`config.mk`:
```
export PLATFORM = sky130hd
export DESIGN_NAME = bin2bcd_seq_flat
export DESIGN_NICKNAME = d
export VERILOG_FILES = /design/src/rtl/bin2bcd_seq_pkg.sv /design/src/rtl/bin2bcd_seq_if.sv /design/src/rtl/bin2bcd_seq_add3.sv /design/src/rtl/bin2bcd_seq.sv /design/src/flat_wrapper.sv
export SDC_FILE = /design/constraint.sdc
export NUM_CORES = 1
export LEC_CHECK = 0
export BUFFER_PORTS_ARGS = -buffer_cell sky130_fd_sc_hd__buf_2
export CAP_MARGIN = 20
export CORE_UTILIZATION = 44
export DETAILED_ROUTE_END_ITERATION = 12
export PLACE_DENSITY = 0.67
export SYNTH_ARGS = -nofsm -noshare
export SYNTH_HDL_FRONTEND = slang
export SYNTH_SLANG_ARGS = --single-unit
export TNS_END_PERCENT = 30
```
`constraint.sdc`:
```
create_clock -name clk -period 1.9 [get_ports clk]
set_input_delay 0.19 -clock clk [delete_from_list [all_inputs] [get_ports clk]]
set_output_delay 0.19 -clock clk [all_outputs]
set_load 0.005 [all_outputs]
```
`src/rtl/bin2bcd_seq_pkg.sv`:
```
// Shared display definitions: BCD digit width, converter FSM states,
// overflow-limit helper and seven-segment patterns for the digit-mux driver.
package display_pkg;

  localparam int BCD_W = 4;

  typedef enum logic [1:0] {
    IDLE  = 2'd0,
    SHIFT = 2'd1,
    DONE  = 2'd2
  } state_t;

  // 10**n, used as the first value that no longer fits in n BCD digits
  function automatic int unsigned pow10(input int unsigned n);
    int unsigned r;
    r = 1;
    for (int unsigned i = 0; i < n; i++) r = r * 10;
    return r;
  endfunction

  // Segment patterns {g,f,e,d,c,b,a}, index = decimal digit
  localparam logic [9:0][6:0] SEG_LUT = {
    7'h6F, 7'h7F, 7'h07, 7'h7D, 7'h6D,
    7'h66, 7'h4F, 7'h5B, 7'h06, 7'h3F
  };

endpackage

```
`src/rtl/bin2bcd_seq_if.sv`:
```
// Request/result bundle between a count source and the binary-to-BCD converter.
interface bin2bcd_seq_if
  import display_pkg::*;
#(
  parameter int BIN_W  = 14,
  parameter int DIGITS = 4
) ();

  // start is a request, accepted only while the converter is idle (busy=0);
  // there is no backpressure beyond that and nothing is queued. done pulses
  // for exactly one cycle, in which bcd/ovf/lz carry the new result.
  logic                      start;
  logic [BIN_W-1:0]          bin;
  logic                      busy;
  logic                      done;
  logic [BCD_W*DIGITS-1:0]   bcd;
  logic                      ovf;
  logic [DIGITS-1:0]         lz;
  state_t                    state_dbg;

  modport master (
    output start, bin,
    input  busy, done, bcd, ovf, lz, state_dbg
  );

  modport slave (
    input  start, bin,
    output busy, done, bcd, ovf, lz, state_dbg
  );

endinterface

```
`src/rtl/bin2bcd_seq_add3.sv`:
```
// One BCD digit of the double-dabble correction: add 3 when the digit is >= 5.
module bcd_add3
  import display_pkg::*;
(
  input  logic [BCD_W-1:0] d,
  output logic [BCD_W-1:0] q
);

  assign q = (d >= BCD_W'(5)) ? d + BCD_W'(3) : d;

endmodule

```
`src/rtl/bin2bcd_seq.sv`:
```
// Sequential shift-and-add-3 converter: one input bit per clock, result held
// in output registers that only change on the DONE edge or reset.
module bin2bcd_seq
  import display_pkg::*;
#(
  parameter int BIN_W  = 14,
  parameter int DIGITS = 4
) (
  input  logic          clk,
  input  logic          reset,
  bin2bcd_seq_if.slave  bus
);

  localparam int          SCR_W  = BCD_W * DIGITS;
  localparam int          CNT_W  = $clog2(BIN_W + 1);
  localparam int unsigned LIMIT  = pow10(DIGITS);
  localparam logic [DIGITS-1:0] LZ_RST = {{(DIGITS-1){1'b1}}, 1'b0};

  state_t             state_q, state_d;
  logic               accept, shift_en, finish;

  logic [BIN_W-1:0]   bin_sr_q;
  logic [SCR_W-1:0]   scr_q;
  logic [SCR_W-1:0]   scr_adj;
  logic [CNT_W-1:0]   cnt_q;
  logic               ovf_pend_q;

  logic               busy_q, done_q, ovf_q;
  logic [SCR_W-1:0]   bcd_q;
  logic [DIGITS-1:0]  lz_q;

  logic [SCR_W-1:0]   res_d;
  logic [DIGITS-1:0]  lz_d;
  logic               all_zero;

  always_ff @(posedge clk) begin
    if (reset) state_q <= IDLE;
    else       state_q <= state_d;
  end

  always_comb begin
    state_d  = state_q;
    accept   = 1'b0;
    shift_en = 1'b0;
    finish   = 1'b0;
    case (state_q)
      IDLE: begin
        if (bus.start) begin
          accept  = 1'b1;
          state_d = SHIFT;
        end
      end
      SHIFT: begin
        shift_en = 1'b1;
        if (cnt_q == CNT_W'(1)) state_d = DONE;
      end
      DONE: begin
        finish  = 1'b1;
        state_d = IDLE;
      end
      default: state_d = IDLE;
    endcase
  end

  for (genvar g = 0; g < DIGITS; g++) begin : g_add3
    bcd_add3 u_add3 (
      .d (scr_q[g*BCD_W +: BCD_W]),
      .q (scr_adj[g*BCD_W +: BCD_W])
    );
  end

  // Final digits (saturated on overflow) and the leading-zero mask scanned
  // from the most significant digit down; digit 0 is never blanked.
  always_comb begin
    res_d    = ovf_pend_q ? {DIGITS{4'h9}} : scr_q;
    lz_d     = '0;
    all_zero = 1'b1;
    for (int k = DIGITS - 1; k >= 1; k--) begin
      all_zero = all_zero && (res_d[k*BCD_W +: BCD_W] == BCD_W'(0));
      lz_d[k]  = all_zero;
    end
  end

  always_ff @(posedge clk) begin
    if (reset) begin
      bin_sr_q   <= '0;
      scr_q      <= '0;
      cnt_q      <= '0;
      ovf_pend_q <= 1'b0;
      busy_q     <= 1'b0;
      done_q     <= 1'b0;
      bcd_q      <= '0;
      ovf_q      <= 1'b0;
      lz_q       <= LZ_RST;
    end else begin
      done_q <= 1'b0;
      if (accept) begin
        bin_sr_q   <= bus.bin;
        scr_q      <= '0;
        cnt_q      <= CNT_W'(BIN_W);
        busy_q     <= 1'b1;
        ovf_pend_q <= (32'(bus.bin) >= LIMIT);
      end
      if (shift_en) begin
        {scr_q, bin_sr_q} <= {scr_adj[SCR_W-2:0], bin_sr_q, 1'b0};
        cnt_q             <= cnt_q - CNT_W'(1);
      end
      if (finish) begin
        bcd_q  <= res_d;
        ovf_q  <= ovf_pend_q;
        lz_q   <= lz_d;
        done_q <= 1'b1;
        busy_q <= 1'b0;
      end
    end
  end

  assign bus.busy      = busy_q;
  assign bus.done      = done_q;
  assign bus.bcd       = bcd_q;
  assign bus.ovf       = ovf_q;
  assign bus.lz        = lz_q;
  assign bus.state_dbg = state_q;

endmodule
```
`src/flat_wrapper.sv`:
```
// flat-port wrapper written by rule: the top's interface ports become plain ports
module bin2bcd_seq_flat import display_pkg::*;
#(
  parameter int BIN_W  = 14,
  parameter int DIGITS = 4
)
  (clk, reset, bus_start, bus_bin, bus_busy, bus_done, bus_bcd, bus_ovf, bus_lz, bus_state_dbg);
  bin2bcd_seq_if #(.BIN_W(BIN_W), .DIGITS(DIGITS)) bus_i ();
  input  logic clk;
  input  logic reset;
  input wire logic [$bits(bus_i.start)-1:0] bus_start;
  input wire logic [$bits(bus_i.bin)-1:0] bus_bin;
  output wire logic [$bits(bus_i.busy)-1:0] bus_busy;
  output wire logic [$bits(bus_i.done)-1:0] bus_done;
  output wire logic [$bits(bus_i.bcd)-1:0] bus_bcd;
  output wire logic [$bits(bus_i.ovf)-1:0] bus_ovf;
  output wire logic [$bits(bus_i.lz)-1:0] bus_lz;
  output wire logic [$bits(bus_i.state_dbg)-1:0] bus_state_dbg;
  assign bus_i.start = bus_start;
  assign bus_i.bin = bus_bin;
  assign bus_busy = bus_i.busy;
  assign bus_done = bus_i.done;
  assign bus_bcd = bus_i.bcd;
  assign bus_ovf = bus_i.ovf;
  assign bus_lz = bus_i.lz;
  assign bus_state_dbg = bus_i.state_dbg;
  bin2bcd_seq #(.BIN_W(BIN_W), .DIGITS(DIGITS)) u_core (.clk(clk), .reset(reset), .bus(bus_i));
endmodule
```
### After elaboration in Yosys (flattened, before gate mapping)

Index checks and enable logic that the tools add are counted.

* flip-flop bits (word level): 59
* input bits: 17

* add/sub/neg operators: 5
* $lt $le $gt $ge: 5
* eq/ne operators: 5
* mux-type cells: 19
* reductions and logical operators: 10

Operators by type and width (count)
* 16-bit 2-to-1 mux: 3
* 14-bit 2-to-1 mux: 2
* 4-bit 2-to-1 mux: 5
* 4-bit by 3-bit greater-or-equal comparator with 1-bit output, second input constant: 4
* 14-bit greater-or-equal comparator, second input constant: 1
* 4-bit by 2-bit adder with 4-bit output, second input constant: 3
* 4-bit zero test: 3
* 1-bit 2-to-1 mux: 5
* 4-bit by 1-bit == test with 1-bit output, second input constant: 1
* 2-bit 2-to-1 mux: 2
* 2-bit one-hot mux with 2 select lines: 1
* 2-bit OR reduction: 2
* 4-bit by 1-bit subtractor with 4-bit output, second input constant: 1
* 3-bit by 2-bit adder with 3-bit output, second input constant: 1
* 3-bit 2-to-1 mux: 1
* 2-bit by 1-bit == test with 1-bit output, second input constant: 1
* 2-bit == test, second input constant: 1
* 1-bit logical AND: 2
* 2-bit zero test: 1
* 2-bit by 1-bit inequality test with 1-bit output, second input constant: 1
* 2-bit inequality test, second input constant: 1
* 2-bit AND reduction: 1
* 2-bit nonzero test: 1

### Depth between registers and ports, before layout

* depth after elaboration: 4
* mapped depth: 6
* depth with buffers taken out: 6

### Modules after synthesis

Synthesis repeated with hierarchy kept, for this count alone.

* cell total of the unflattened synthesis: 270
* area total of the unflattened synthesis: 2566.2 um2

By module, submodules not included
* bin2bcd_seq: instances 1, cells each 206, area each 2160.8 um2, sequential area each 1181.1 um2
* bcd_add3: instances 4, cells each 16, area each 101.3 um2, sequential area each 0.0 um2

### Least setup slack after synthesis

OpenSTA, ideal clock, no wires.

* path type: register to register
* start: register u_core.scr_q[9]
* end: register u_core.scr_q[10]
* library setup time: 117 ps
* data arrival time: 1261 ps
* data required time: 1783 ps
* slack: 522 ps
* cell stages (with the launch flop): 7
* path buffers: 0
* cells stage by stage: dfxtp_1 -> inv_1 -> ha_1 -> nand2b_1 -> a21oi_1 -> mux2i_1 -> a22o_1

* cells in the longest elaborated chain, start to end: 3

RTL lines
* start, declared: RTL line bin2bcd_seq.sv:23 `logic [SCR_W-1:0] scr_q;`
* start signal, assigned: RTL line bin2bcd_seq.sv:105 `{scr_q, bin_sr_q} <= {scr_adj[SCR_W-2:0], bin_sr_q, 1'b0};`
* 4-bit by 2-bit adder with 4-bit output or 4-bit by 3-bit greater-or-equal comparator with 1-bit output (tied branches): RTL line bin2bcd_seq_add3.sv:9 `assign q = (d >= BCD_W'(5)) ? d + BCD_W'(3) : d;`
* 4-bit 2-to-1 mux *: RTL line bin2bcd_seq_add3.sv:9
* 16-bit 2-to-1 mux *: RTL line bin2bcd_seq.sv:104 `if (shift_en) begin`

Mark *: on every way between the ends. The rest lies on a longest branch, timed or not.
A chain may end at the register's enable or synchronous reset.

### Worst setup path after layout

* start: register u_core.state_q[0] (netlist: u_core.bus.state_dbg[0])
* end: register u_core.state_q[1] (netlist: u_core.bus.state_dbg[1])

* cells in the longest elaborated chain, start to end: 3

RTL lines
* start, declared: RTL line bin2bcd_seq.sv:19 `state_t state_q, state_d;`
* start signal, assigned: RTL line bin2bcd_seq.sv:38 `else state_q <= state_d;`
* 2-bit by 1-bit == test with 1-bit output or 2-bit zero test (tied branches): RTL line bin2bcd_seq.sv:46 `case (state_q)`
* 2-bit by 1-bit inequality test with 1-bit output (no line) or 2-bit inequality test (tied branches)
* 2-bit AND reduction (no line)

Parallel ways exist; a longest one is shown, timed or not.

==> results_dict.tcl <==
set metrics [dict create \
    n_antenna_cell 0 \
    root_buffer "clkbuf_8" \
    path_delay_family "simple AND/OR/NAND/NOR gates" \
    final_cell_mix "59 x dfxtp_1, 40 x buf_2, 38 x a21oi_1" \
    fmax_mhz 625 \
    powerDensity_mw_per_mm2 863 \
    finalCoreUtilization 0.551 \
    cp-start-kind "register" \
    antenna_found_initial 0 \
    clock_path_buffers 2 \
    path_buf_inv 0 \
    maxCapViolCount 0 \
    synth_ff_type "dfxtp_1" \
    worstMarginPinSlew_ns 0.818 \
    cpMaxStageDelayCell "nor2_1" \
    grt_pass1_vias 2151 \
    slew_viol_final 0 \
    numPortBuffers 40 \
    p_leak_nw 1.28 \
    ys_types 37 \
    coreArea_mm2 0.00564 \
    crit_cells 3 \
    initial_core_util 0.468 \
    period_share 0.842 \
    post_cts_buffers 0 \
    r2r_start "u_core.bus.state_dbg[0]$_SDFFE_PP0P_" \
    clk_pin_slew_ns 0.06 \
    grt.total_usage 0.211 \
    hold_depth 2 \
    die_w_um 79.4 \
    hpwl_um 3990 \
    met3_length_um 310 \
    yosysSeqAreaShare 0.448 \
    synth_seq_cells 59 \
    r2r-end "u_core.bus.state_dbg[1]$_SDFFE_PP0P_" \
    rsz0062_at_grt "false" \
    nNetsFinal 373 \
    clock_skew_ns 0.00680 \
    synth_nets 333 \
    via_per_inst 5.53 \
    whs_ns 0.120 \
    rows 27 \
    grt_max_degree 30 \
    cts_max_level 3 \
    clock_latency_ns 0.34 \
    setup_slack_ns 0.300 \
    fin_cells 422 \
    outcome "completed" \
    layout_commonest_cell "dfxtp_1" \
    r2r_slack_ns 0.30 \
    critPathMaxFanout 12 \
    min_period_ns 1.60 \
    syn_inst 306 \
    ant_nets 0 \
    synth_edf_count 0 \
    cp-end-kind "register" \
    hold_buffers 0 \
    yosys_warnings 0 \
    grt.overflow.total 0 \
    num_vias 2332 \
    setup_viol 0 \
    nFillCells 532 \
    async_flop_share 0 \
    drive_gt1_frac 0.194 \
    min_from "bus_bin[13]" \
    drt_iter0_drc 198 \
    arrival_ns 1.88 \
    grt_first_pass_wirelength_um 10200 \
    min_to "u_core.ovf_pend_q$_SDFFE_PP0P_" \
    top_layer_used "met4" \
    ff2ff_path_depth 3 \
    syn_avg_cell_area_um2 8.62 \
    crit_chain "nand2b_1 > nor2_1 > and3_1" \
    cts_tree "built" \
    wl_per_cell_um 14.2 \
    maxSlewHeadroom 0.453 \
    cts_num_sinks 59 \
    pre_cts_slack_ns 0.333 \
    die_area_mm2 0.00631 \
    hold_violations 0 \
    ir_worst_vdd_mv 0.382 \
    cts_buffers 9 \
    finalWeightedCongestion 0.748 \
    drc 0 \
    syn_to_final_growth_pct 17.9 \
    slowest_delay_ns 0.64 \
    syn_area_mm2 0.00264 \
    dp.cells 407 \
    worstSetupPathType "register to register" \
    cts_resized 0 \
    cp_data_required_time_ns 2.18 \
    wl_met1_um 2960 \
    first_pass_iters 4 \
    num_io_pins 42 \
    crit_start "u_core.bus.state_dbg[0]$_SDFFE_PP0P_" \
    wirelength_um 5980 \
    fin_tns_setup_ns 0 \
    wl_met2_um 2570 \
    die_y_um 79.4 \
    hp-class "input port to register" \
]
## final cells by class
class | count | area [um^2] | share of cell area
inverters | 15 | 56.3 | 0.0181
clock buffers | 13 | 159 | 0.0511
clock inverters | 2 | 35.0 | 0.0113
flip-flops and latches | 59 | 1180 | 0.380
well taps | 72 | 90.1 | 0.0290
repair buffers | 51 | 295 | 0.0950
multi-input cells | 210 | 1290 | 0.416
## stage by stage
step	instance area [um^2]	power, mW
6_report	3110	2.68
5_1_grt	3110	2.80
4_1_cts	3110	2.71
3_5_place_dp	2920	1.57
3_3_place_gp	2920	1.57
2_1_floorplan	2640	1.50
## state kept, by name (all words and copies together), names as in the netlist
register / cells
u_core.bus.bcd: 16
u_core.scr_q: 16
u_core.bin_sr_q: 14
u_core.cnt_q: 4
u_core.bus.lz: 3
u_core.bus.state_dbg: 2
u_core.bus.busy: 1
u_core.bus.done: 1
u_core.bus.ovf: 1
u_core.ovf_pend_q: 1
## per-layer routing
metal	up-vias	track usage
li1	1185	-
met3	12	0.0446
met4	0	0.115
met2	59	0.325
met5	-	0
met1	1076	0.274
## how the worst max path moves through the flow
stage / endpoint / slack (ns)
global route: u_core.bus.state_dbg[1]$_SDFFE_PP0P_ / 0.13
finish: u_core.bus.state_dbg[1]$_SDFFE_PP0P_ / 0.30
floorplan: u_core.scr_q[10]$_SDFFE_PP0P_ / 0.52
detailed placement: u_core.bus.state_dbg[1]$_SDFFE_PP0P_ / 0.33
global placement: u_core.bus.state_dbg[1]$_SDFFE_PP0P_ / 0.37
CTS: u_core.bus.state_dbg[1]$_SDFFE_PP0P_ / 0.32
## cell usage after synthesis, types with 2 or more instances
| library cell | count | area [um^2] |
|---|---|---|
| nand3_1 | 8 | 40.0 |
| nand2_1 | 14 | 52.6 |
| dfxtp_1 | 59 | 1180 |
| nor2_1 | 29 | 109 |
| nor3_1 | 14 | 70.1 |
| a21oi_1 | 38 | 190 |
| o21ai_0 | 16 | 80.1 |
| o221ai_1 | 13 | 114 |
| o22ai_1 | 14 | 87.6 |
| buf_2 | 11 | 55.1 |
| inv_1 | 14 | 52.6 |
| a22o_1 | 11 | 96.3 |
| xor2_1 | 3 | 26.3 |
| clkbuf_1 | 8 | 30.0 |
| nand2b_1 | 7 | 43.8 |
| a211oi_1 | 3 | 22.5 |
| a22oi_1 | 2 | 15.0 |
| o21ai_1 | 2 | 10.0 |
| mux2i_1 | 4 | 40.0 |
| nor3b_1 | 4 | 30.0 |
| ha_1 | 10 | 125 |
| or3_1 | 4 | 25.0 |
| xnor2_1 | 4 | 35.0 |
## logic make-up (layout without fill, tap and decap cells)
group                      count (synthesis)  in the layout  synth area share
AOI/OAI and AO/OA                        102            102             0.243
and+or+nand+nor                           86             86             0.160
DFF                                       59             59             0.448
buffers and inverters                     37             81            0.0621
adders and majority gates                 10             10            0.0474
xor gates and xnor gates                   7              7            0.0232
muxes                                      4              4            0.0152
other                                      1              1           0.00142
## report_power, final
part | leakage, nW | internal [mW] | switching, mW | total [mW]
combinational | 0.700 | 0.0914 | 0.132 | 0.223
sequential | 0.481 | 1.28 | 0.0393 | 1.32
clock | 0.0995 | 0.669 | 0.470 | 1.14
Note: power is estimated with default switching activity, not from simulation.
